`src/rtl/ram_bank_ctrl.sv`:
```
// Two-port round-robin controller for a bank of 1-bit asynchronous SRAM chips.
// Each access runs IDLE -> SETUP -> PULSE (PulseCycles) -> HOLD with registered strobes.
module ram_bank_ctrl #(
    parameter int AddressSize = 12,
    parameter int WordWidth   = 64,
    parameter int PulseCycles = 2
) (
    input  logic                   clk,
    input  logic                   rst_n,
    input  logic                   req0,
    input  logic                   req1,
    input  logic                   we0,
    input  logic                   we1,
    input  logic [AddressSize-1:0] addr0,
    input  logic [AddressSize-1:0] addr1,
    input  logic [WordWidth-1:0]   wdata0,
    input  logic [WordWidth-1:0]   wdata1,
    output logic                   ack0,
    output logic                   ack1,
    output logic [WordWidth-1:0]   rd_data,
    output logic                   busy,
    output logic [AddressSize-1:0] ram_addr,
    output logic [WordWidth-1:0]   ram_din,
    input  logic [WordWidth-1:0]   ram_dout,
    output logic                   ram_cs_n,
    output logic                   ram_we_n,
    output logic                   ram_oe_n
);

    typedef enum logic [1:0] {
        ST_IDLE  = 2'd0,
        ST_SETUP = 2'd1,
        ST_PULSE = 2'd2,
        ST_HOLD  = 2'd3
    } state_t;

    localparam logic [3:0] PulseLoad = 4'(PulseCycles);

    state_t                 state_q, state_d;
    logic [3:0]             cnt_q, cnt_d;
    logic                   last_grant_q, last_grant_d;
    logic                   grant_q, grant_d;
    logic                   op_we_q, op_we_d;
    logic [AddressSize-1:0] ram_addr_q, ram_addr_d;
    logic [WordWidth-1:0]   ram_din_q, ram_din_d;
    logic [WordWidth-1:0]   rd_data_q, rd_data_d;
    logic                   cs_n_q, cs_n_d;
    logic                   we_n_q, we_n_d;
    logic                   oe_n_q, oe_n_d;
    logic                   ack0_q, ack0_d;
    logic                   ack1_q, ack1_d;
    logic                   busy_q, busy_d;
    logic                   pick_s;

    // Next-state sequencing, arbitration and the strobe values for the state being entered
    always_comb begin
        state_d      = state_q;
        cnt_d        = cnt_q;
        last_grant_d = last_grant_q;
        grant_d      = grant_q;
        op_we_d      = op_we_q;
        ram_addr_d   = ram_addr_q;
        ram_din_d    = ram_din_q;
        rd_data_d    = rd_data_q;
        pick_s       = 1'b0;

        case (state_q)
            ST_IDLE: begin
                // last_grant_q = 1 means port 1 went last, so port 0 wins a tie
                if (req0 && req1) begin
                    pick_s = ~last_grant_q;
                end else begin
                    pick_s = req1;
                end
                if (req0 || req1) begin
                    state_d      = ST_SETUP;
                    grant_d      = pick_s;
                    last_grant_d = pick_s;
                    op_we_d      = pick_s ? we1 : we0;
                    ram_addr_d   = pick_s ? addr1 : addr0;
                    ram_din_d    = pick_s ? wdata1 : wdata0;
                end else begin
                    state_d = ST_IDLE;
                end
            end
            ST_SETUP: begin
                state_d = ST_PULSE;
                cnt_d   = PulseLoad;
            end
            ST_PULSE: begin
                if (cnt_q <= 4'd1) begin
                    state_d = ST_HOLD;
                    if (!op_we_q) begin
                        rd_data_d = ram_dout;
                    end else begin
                        rd_data_d = rd_data_q;
                    end
                end else begin
                    cnt_d = cnt_q - 4'd1;
                end
            end
            ST_HOLD: begin
                state_d = ST_IDLE;
            end
            default: begin
                state_d = ST_IDLE;
            end
        endcase

        cs_n_d = (state_d != ST_PULSE);
        we_n_d = !((state_d == ST_PULSE) && op_we_d);
        oe_n_d = !((state_d == ST_PULSE) && !op_we_d);
        ack0_d = (state_d == ST_HOLD) && !grant_d;
        ack1_d = (state_d == ST_HOLD) && grant_d;
        busy_d = (state_d != ST_IDLE);
    end

    // State and output registers with synchronous active-low reset
    always_ff @(posedge clk) begin
        if (!rst_n) begin
            state_q      <= ST_IDLE;
            cnt_q        <= 4'd0;
            last_grant_q <= 1'b1;
            grant_q      <= 1'b0;
            op_we_q      <= 1'b0;
            ram_addr_q   <= '0;
            ram_din_q    <= '0;
            rd_data_q    <= '0;
            cs_n_q       <= 1'b1;
            we_n_q       <= 1'b1;
            oe_n_q       <= 1'b1;
            ack0_q       <= 1'b0;
            ack1_q       <= 1'b0;
            busy_q       <= 1'b0;
        end else begin
            state_q      <= state_d;
            cnt_q        <= cnt_d;
            last_grant_q <= last_grant_d;
            grant_q      <= grant_d;
            op_we_q      <= op_we_d;
            ram_addr_q   <= ram_addr_d;
            ram_din_q    <= ram_din_d;
            rd_data_q    <= rd_data_d;
            cs_n_q       <= cs_n_d;
            we_n_q       <= we_n_d;
            oe_n_q       <= oe_n_d;
            ack0_q       <= ack0_d;
            ack1_q       <= ack1_d;
            busy_q       <= busy_d;
        end
    end

    assign ack0     = ack0_q;
    assign ack1     = ack1_q;
    assign rd_data  = rd_data_q;
    assign busy     = busy_q;
    assign ram_addr = ram_addr_q;
    assign ram_din  = ram_din_q;
    assign ram_cs_n = cs_n_q;
    assign ram_we_n = we_n_q;
    assign ram_oe_n = oe_n_q;

endmodule

```
`config.mk`:
```
export PLATFORM = sky130hd
export DESIGN_NAME = ram_bank_ctrl
export DESIGN_NICKNAME = d
export VERILOG_FILES = /design/src/rtl/ram_bank_ctrl.sv
export SDC_FILE = /design/constraint.sdc
export NUM_CORES = 1
export LEC_CHECK = 0
export ABC_CLOCK_PERIOD_IN_PS = 3700
export CORE_AREA = 5 5 141 143
export CTS_BUF_LIST = sky130_fd_sc_hd__clkbuf_8 sky130_fd_sc_hd__clkbuf_16
export DETAILED_ROUTE_END_ITERATION = 8
export DIE_AREA = 0 0 146 148
export GPL_TIMING_DRIVEN = 0
export PLACE_DENSITY = 0.73
export SYNTH_ARGS = -nofsm -noshare
export SYNTH_HDL_FRONTEND = slang
export SYNTH_SLANG_ARGS = --single-unit
export TNS_END_PERCENT = 20
```
`constraint.sdc`:
```
create_clock -name clk -period 3.7 [get_ports clk]
set_input_delay 0.555 -clock clk [delete_from_list [all_inputs] [get_ports clk]]
set_output_delay 0.555 -clock clk [all_outputs]
set_load 0.02 [all_outputs]
```
### Word-level counts from Yosys, hierarchy flattened

Cells that the tools add are included.

| word-level totals | value |
|---|---|
| flip-flop bits (word level) | 155 |
| bits of input ports | 222 |
| output and inout port bits | 146 |
| word-level logic and storage cells | 55 |

| operators by class | value |
|---|---|
| $add $sub $neg | 1 |
| $lt $le $gt $ge | 1 |
| equal/unequal tests | 7 |
| mux-type cells | 14 |
| bitwise gates (word level) | 2 |
| reduce and logical (&&, ||, !) cells | 16 |

Operators with widths:

| kind | count |
|---|---|
| $mux 64 | 1 |
| $mux 12 | 1 |
| $eq 2x2->1 const B | 4 |
| $mux 1 | 8 |
| $pmux 2 s4 | 1 |
| $pmux 4 s2 | 1 |
| $logic_and 1x1->1 | 5 |
| $le 4x1->1 const B | 1 |
| $logic_not 1->1 | 4 |
| $mux 4 | 1 |
| $ne 2x2->1 const B | 2 |
| $reduce_and 2->1 | 2 |
| $reduce_bool 2->1 | 2 |
| $sub 4x1->4 const B | 1 |
| $reduce_and 3->1 | 1 |
| $eq 2x1->1 const B | 1 |
| $logic_not 2->1 | 1 |
| $mux 2 | 1 |
| $not 1->1 | 2 |
| $logic_or 1x1->1 | 1 |

### Longest topological paths before layout

| depth | value |
|---|---|
| depth after elaboration | 9 |
| depth in mapped cells | 8 |
| depth with buffers taken out | 6 |

### Worst setup path before layout

OpenSTA, ideal clock, no wires.

| path | value |
|---|---|
| kind | register to register |
| from | register cnt_q[0] |
| to | register rd_data_q[10] (netlist: rd_data[10]) |
| setup time | 0.132 ns |
| data arrival time | 1.566 ns |
| data required time | 3.568 ns |
| setup slack | 2.002 ns |
| stages on the path, launching flop included | 9 |
| path buffers | 2 |
| period minus slack after synthesis | 1.698 ns |
| cell sequence | dfxtp_1 inv_1 ha_1 o21bai_4 or4b_1 buf_6 buf_8 nand2_1 a21oi_1 |

| on the way | value |
|---|---|
| word-level cells in the longest chain between the ends | 2 |

RTL lines:

| item | line | text |
|---|---|---|
| start, declared | 40 | `logic [3:0] cnt_q, cnt_d;` |
| start signal, assigned | 137 | `cnt_q <= cnt_d;` |
| $le 4x1->1 | 91 | `if (cnt_q <= 4'd1) begin` |
| $reduce_and 3->1 (no source line) | -- |  |
| end signal, assigned | 143 | `rd_data_q <= rd_data_d;` |
| end, declared | 46 | `logic [WordWidth-1:0] rd_data_q, rd_data_d;` |

Every way passes these cells.
A chain may end at the register's enable or synchronous reset.

### Worst setup path in the final report

| path | value |
|---|---|
| from | register state_q[0] |
| to | register ram_din_q[45] (netlist: ram_din[45]) |

| on the way | value |
|---|---|
| word-level cells in the longest chain between the ends | 2 |

RTL lines:

| item | line | text |
|---|---|---|
| start, declared | 39 | `state_t state_q, state_d;` |
| start signal, assigned | 136 | `state_q <= state_d;` |
| $logic_not 2->1 | 67 | `case (state_q)` |
| $reduce_and 2->1 (no source line) | -- |  |
| end signal, assigned | 142 | `ram_din_q <= ram_din_d;` |
| end, declared | 45 | `logic [WordWidth-1:0] ram_din_q, ram_din_d;` |

Every way passes these cells.

==> flow_metrics.tcl <==
set metrics [dict create \
    drc 0 \
    post-route-period-util_pct 56.55 \
    worstSkewPairLatency_ns 0.42 \
    multi_input_area_sq_mm 0.002684 \
    fillerInstances 1683 \
    avgSynthCellArea_sq_um 8.930 \
    clockPowerShare_pct 22.8 \
    async_flop_share_pct 0 \
    hold_violations 0 \
    overflow 0 \
    tritoncts "yes" \
    synth-edff-count 0 \
    r2r_slack_ns 1.61 \
    crit_type "flip-flop to flip-flop" \
    critPathMaxFanout 10 \
    layout_min_cycle_time_ns 2.092 \
    cts_hold_buf 0 \
    cellLeakagePower_uw 0.003981 \
    grt_max_degree 17 \
    required_ns 3.98 \
    synth_cells 691 \
    cts_max_path_buffers 2 \
    grt_first_pass_wirelength_um 35670 \
    status "completed" \
    wl_um 23600 \
    antenna_found_initial 2 \
    post-dp-hpwl_um 18410 \
    hold_end "rd_data[8]" \
    dpl.cell_count 1291 \
    finalSetupTns_ns 0 \
    finClkSkew_ns 0.01078 \
    dieArea_sq_mm 0.02161 \
    clock_sinks 155 \
    initial_utilization_pct 33.44 \
    grt_pass1_vias 6474 \
    regArea_sq_mm 0.003103 \
    min_delay_path_depth 2 \
    vdd_drop_max_uv 380.0 \
    cts_made_buffers 17 \
    fmax_mhz 478.0 \
    area_growth_pct 73.54 \
    post_cts_resized 0 \
    endpoint_kind "flip-flop" \
    grtUsageTotal_pct 20.96 \
    tightest_slew_ns 0.5186 \
    drive_gt1_share_pct 5.693 \
    cap_violations 0 \
    seq_power_share_pct 32.2 \
    worstReg2RegStart "state_q[0]" \
    port_buffers 366 \
    p_comb_share_pct 45.0 \
    drt-initial-drc-count 254 \
    via_per_inst 4.815 \
    htree_levels 4 \
    worstPathArrival_ns 2.38 \
    crit_path_start_kind "flip-flop" \
    drtAntennaViolNets 0 \
    layoutNonFillerInstCount 1325 \
    die_h_um 148 \
    rsz0062_at_grt "false" \
    timing.rr.end "ram_din[45]" \
    synth_cell_types 35 \
    vias 6380 \
    rows 50 \
    core-area_sq_mm 0.01846 \
    min-delay-start "rd_data[8]" \
    ys.flop_type "dfxtp_1" \
    root_buffer "clkbuf_16" \
    drv_slew 0 \
    final-setup-viol-count 0 \
    min-delay-path-class "flip-flop to flip-flop" \
    p_sw_share_pct 38.30 \
    ioPinCount 368 \
    p_int_uw 4677 \
    die-width_um 146 \
    place.gp.congestion 0.8874 \
    clk_pin_slew_ns 0.07 \
    post-route-util_pct 58.03 \
    power_density_mw_per_mm2 707.8 \
    ys_seq_area_share_pct 50.28 \
    post_cts_buffers 0 \
    syn_nets 919 \
    nets 1304 \
    wl_per_cell_um 17.81 \
    p_sw_uw 2903 \
    slew_headroom_pct 65.43 \
    yosys_warnings 0 \
    reg2reg_depth 7 \
    synth.cell_area_sq_mm 0.006171 \
    first_pass_iters 5 \
    ys_seq_elements 155 \
]
## final cells by class
cell class,count,area share (%)
tap,234,2.734
timing repair buffer,366,34.21
clock inverter,14,1.285
clock buffer,18,4.101
sequential,155,28.98
buffer,57,3.271
antenna,2,0.04673
inverter,9,0.3155
multi-input combinational,470,25.06
## cell families after synthesis
group           share of synthesized area (%)
simple gates                            9.996
mux                                     12.33
compound gates                          19.95
fa+ha+maj                               1.217
buf+inv                                 6.225
flops                                   50.28
## synth_stat cells (2+ instances only)
cell type / instances / area share, %
a21boi_0: 2 / 0.24
a21oi_1: 145 / 12
buf_2: 13 / 1.1
buf_4: 4 / 0.49
buf_6: 5 / 0.91
buf_8: 6 / 1.5
clkbuf_1: 28 / 1.7
dfxtp_1: 155 / 50
ha_1: 6 / 1.2
inv_1: 8 / 0.49
mux2i_1: 76 / 12
nand2_1: 135 / 8.2
nand4b_1: 2 / 0.28
nor2_1: 6 / 0.36
nor3_1: 2 / 0.16
o21ai_0: 79 / 6.4
## layout by cell type (no fill, tap or decap), types with 2 or more instances in the layout
master / count
inv_1: 9
nand4b_1: 2
diode_2: 2
nor3_1: 2
clkdlybuf4s50_1: 366
a21oi_1: 145
dfxtp_1: 155
ha_1: 6
mux2i_1: 76
clkinv_4: 2
buf_2: 13
inv_8: 3
buf_6: 5
buf_4: 4
a21boi_0: 2
inv_6: 4
clkinv_2: 2
buf_8: 6
nor2_1: 6
clkbuf_1: 28
clkbuf_16: 17
nand2_1: 135
o21ai_0: 79
## how the worst max path moves through the flow
stage	from	endpoint	slack (ns)	cells past startpoint
floorplan	cnt_q[0]	rd_data[10]	2.00	8
global placement	req1	ram_din[48]	1.23	6
detailed placement	req1	ram_din[45]	1.17	6
CTS	state_q[0]	ram_din[45]	1.55	7
global route	state_q[0]	ram_din[45]	1.41	7
finish	state_q[0]	ram_din[45]	1.61	7
## through the flow
step / hold WS [ns] / power [uW] / area, sq um / setup slack (ns)
after floorplan: 0.4703 / 4243 / 6171 / 2.002
after global placement: 0.4411 / 5856 / 10130 / 1.226
after detailed placement: 0.4457 / 5888 / 10130 / 1.168
after CTS: 0.4548 / 7651 / 10700 / 1.550
after global routing: 0.4680 / 8006 / 10710 / 1.406
final: 0.4524 / 7580 / 10710 / 1.608
## registers in the layout, summed over array words and instances (netlist names), 2 cells and up
name      count
state_q       2
cnt_q         4
ram_din      64
ram_addr     12
rd_data      64
## worst max-delay path, cell delays in order (launching register included)
cell and delay, ns:
dfxtp_1 0.35, inv_1 0.11, ha_1 0.25, o21a_1 0.14
buf_2 0.23, buf_2 0.28, clkbuf_1 0.43, a21oi_1 0.14
## per-layer routing
layer	global-route usage [%]	vias to the layer above	part of all wire, %
li1	-	3151	-
met1	23.30	2905	39
met2	35.80	282	49
met3	8.676	42	10
met4	8.373	0	2.7
met5	0	-	0
## power by group through the flow
stage	Sequential, uW	Combinational [uW]	Clock [uW]
after floorplan	3030	1210	0
after global placement	2450	3400	0
after detailed placement	2460	3430	0
after CTS	2440	3450	1770
after global routing	2500	3670	1830
final	2440	3410	1730
Note: power is estimated with default switching activity, not from simulation.
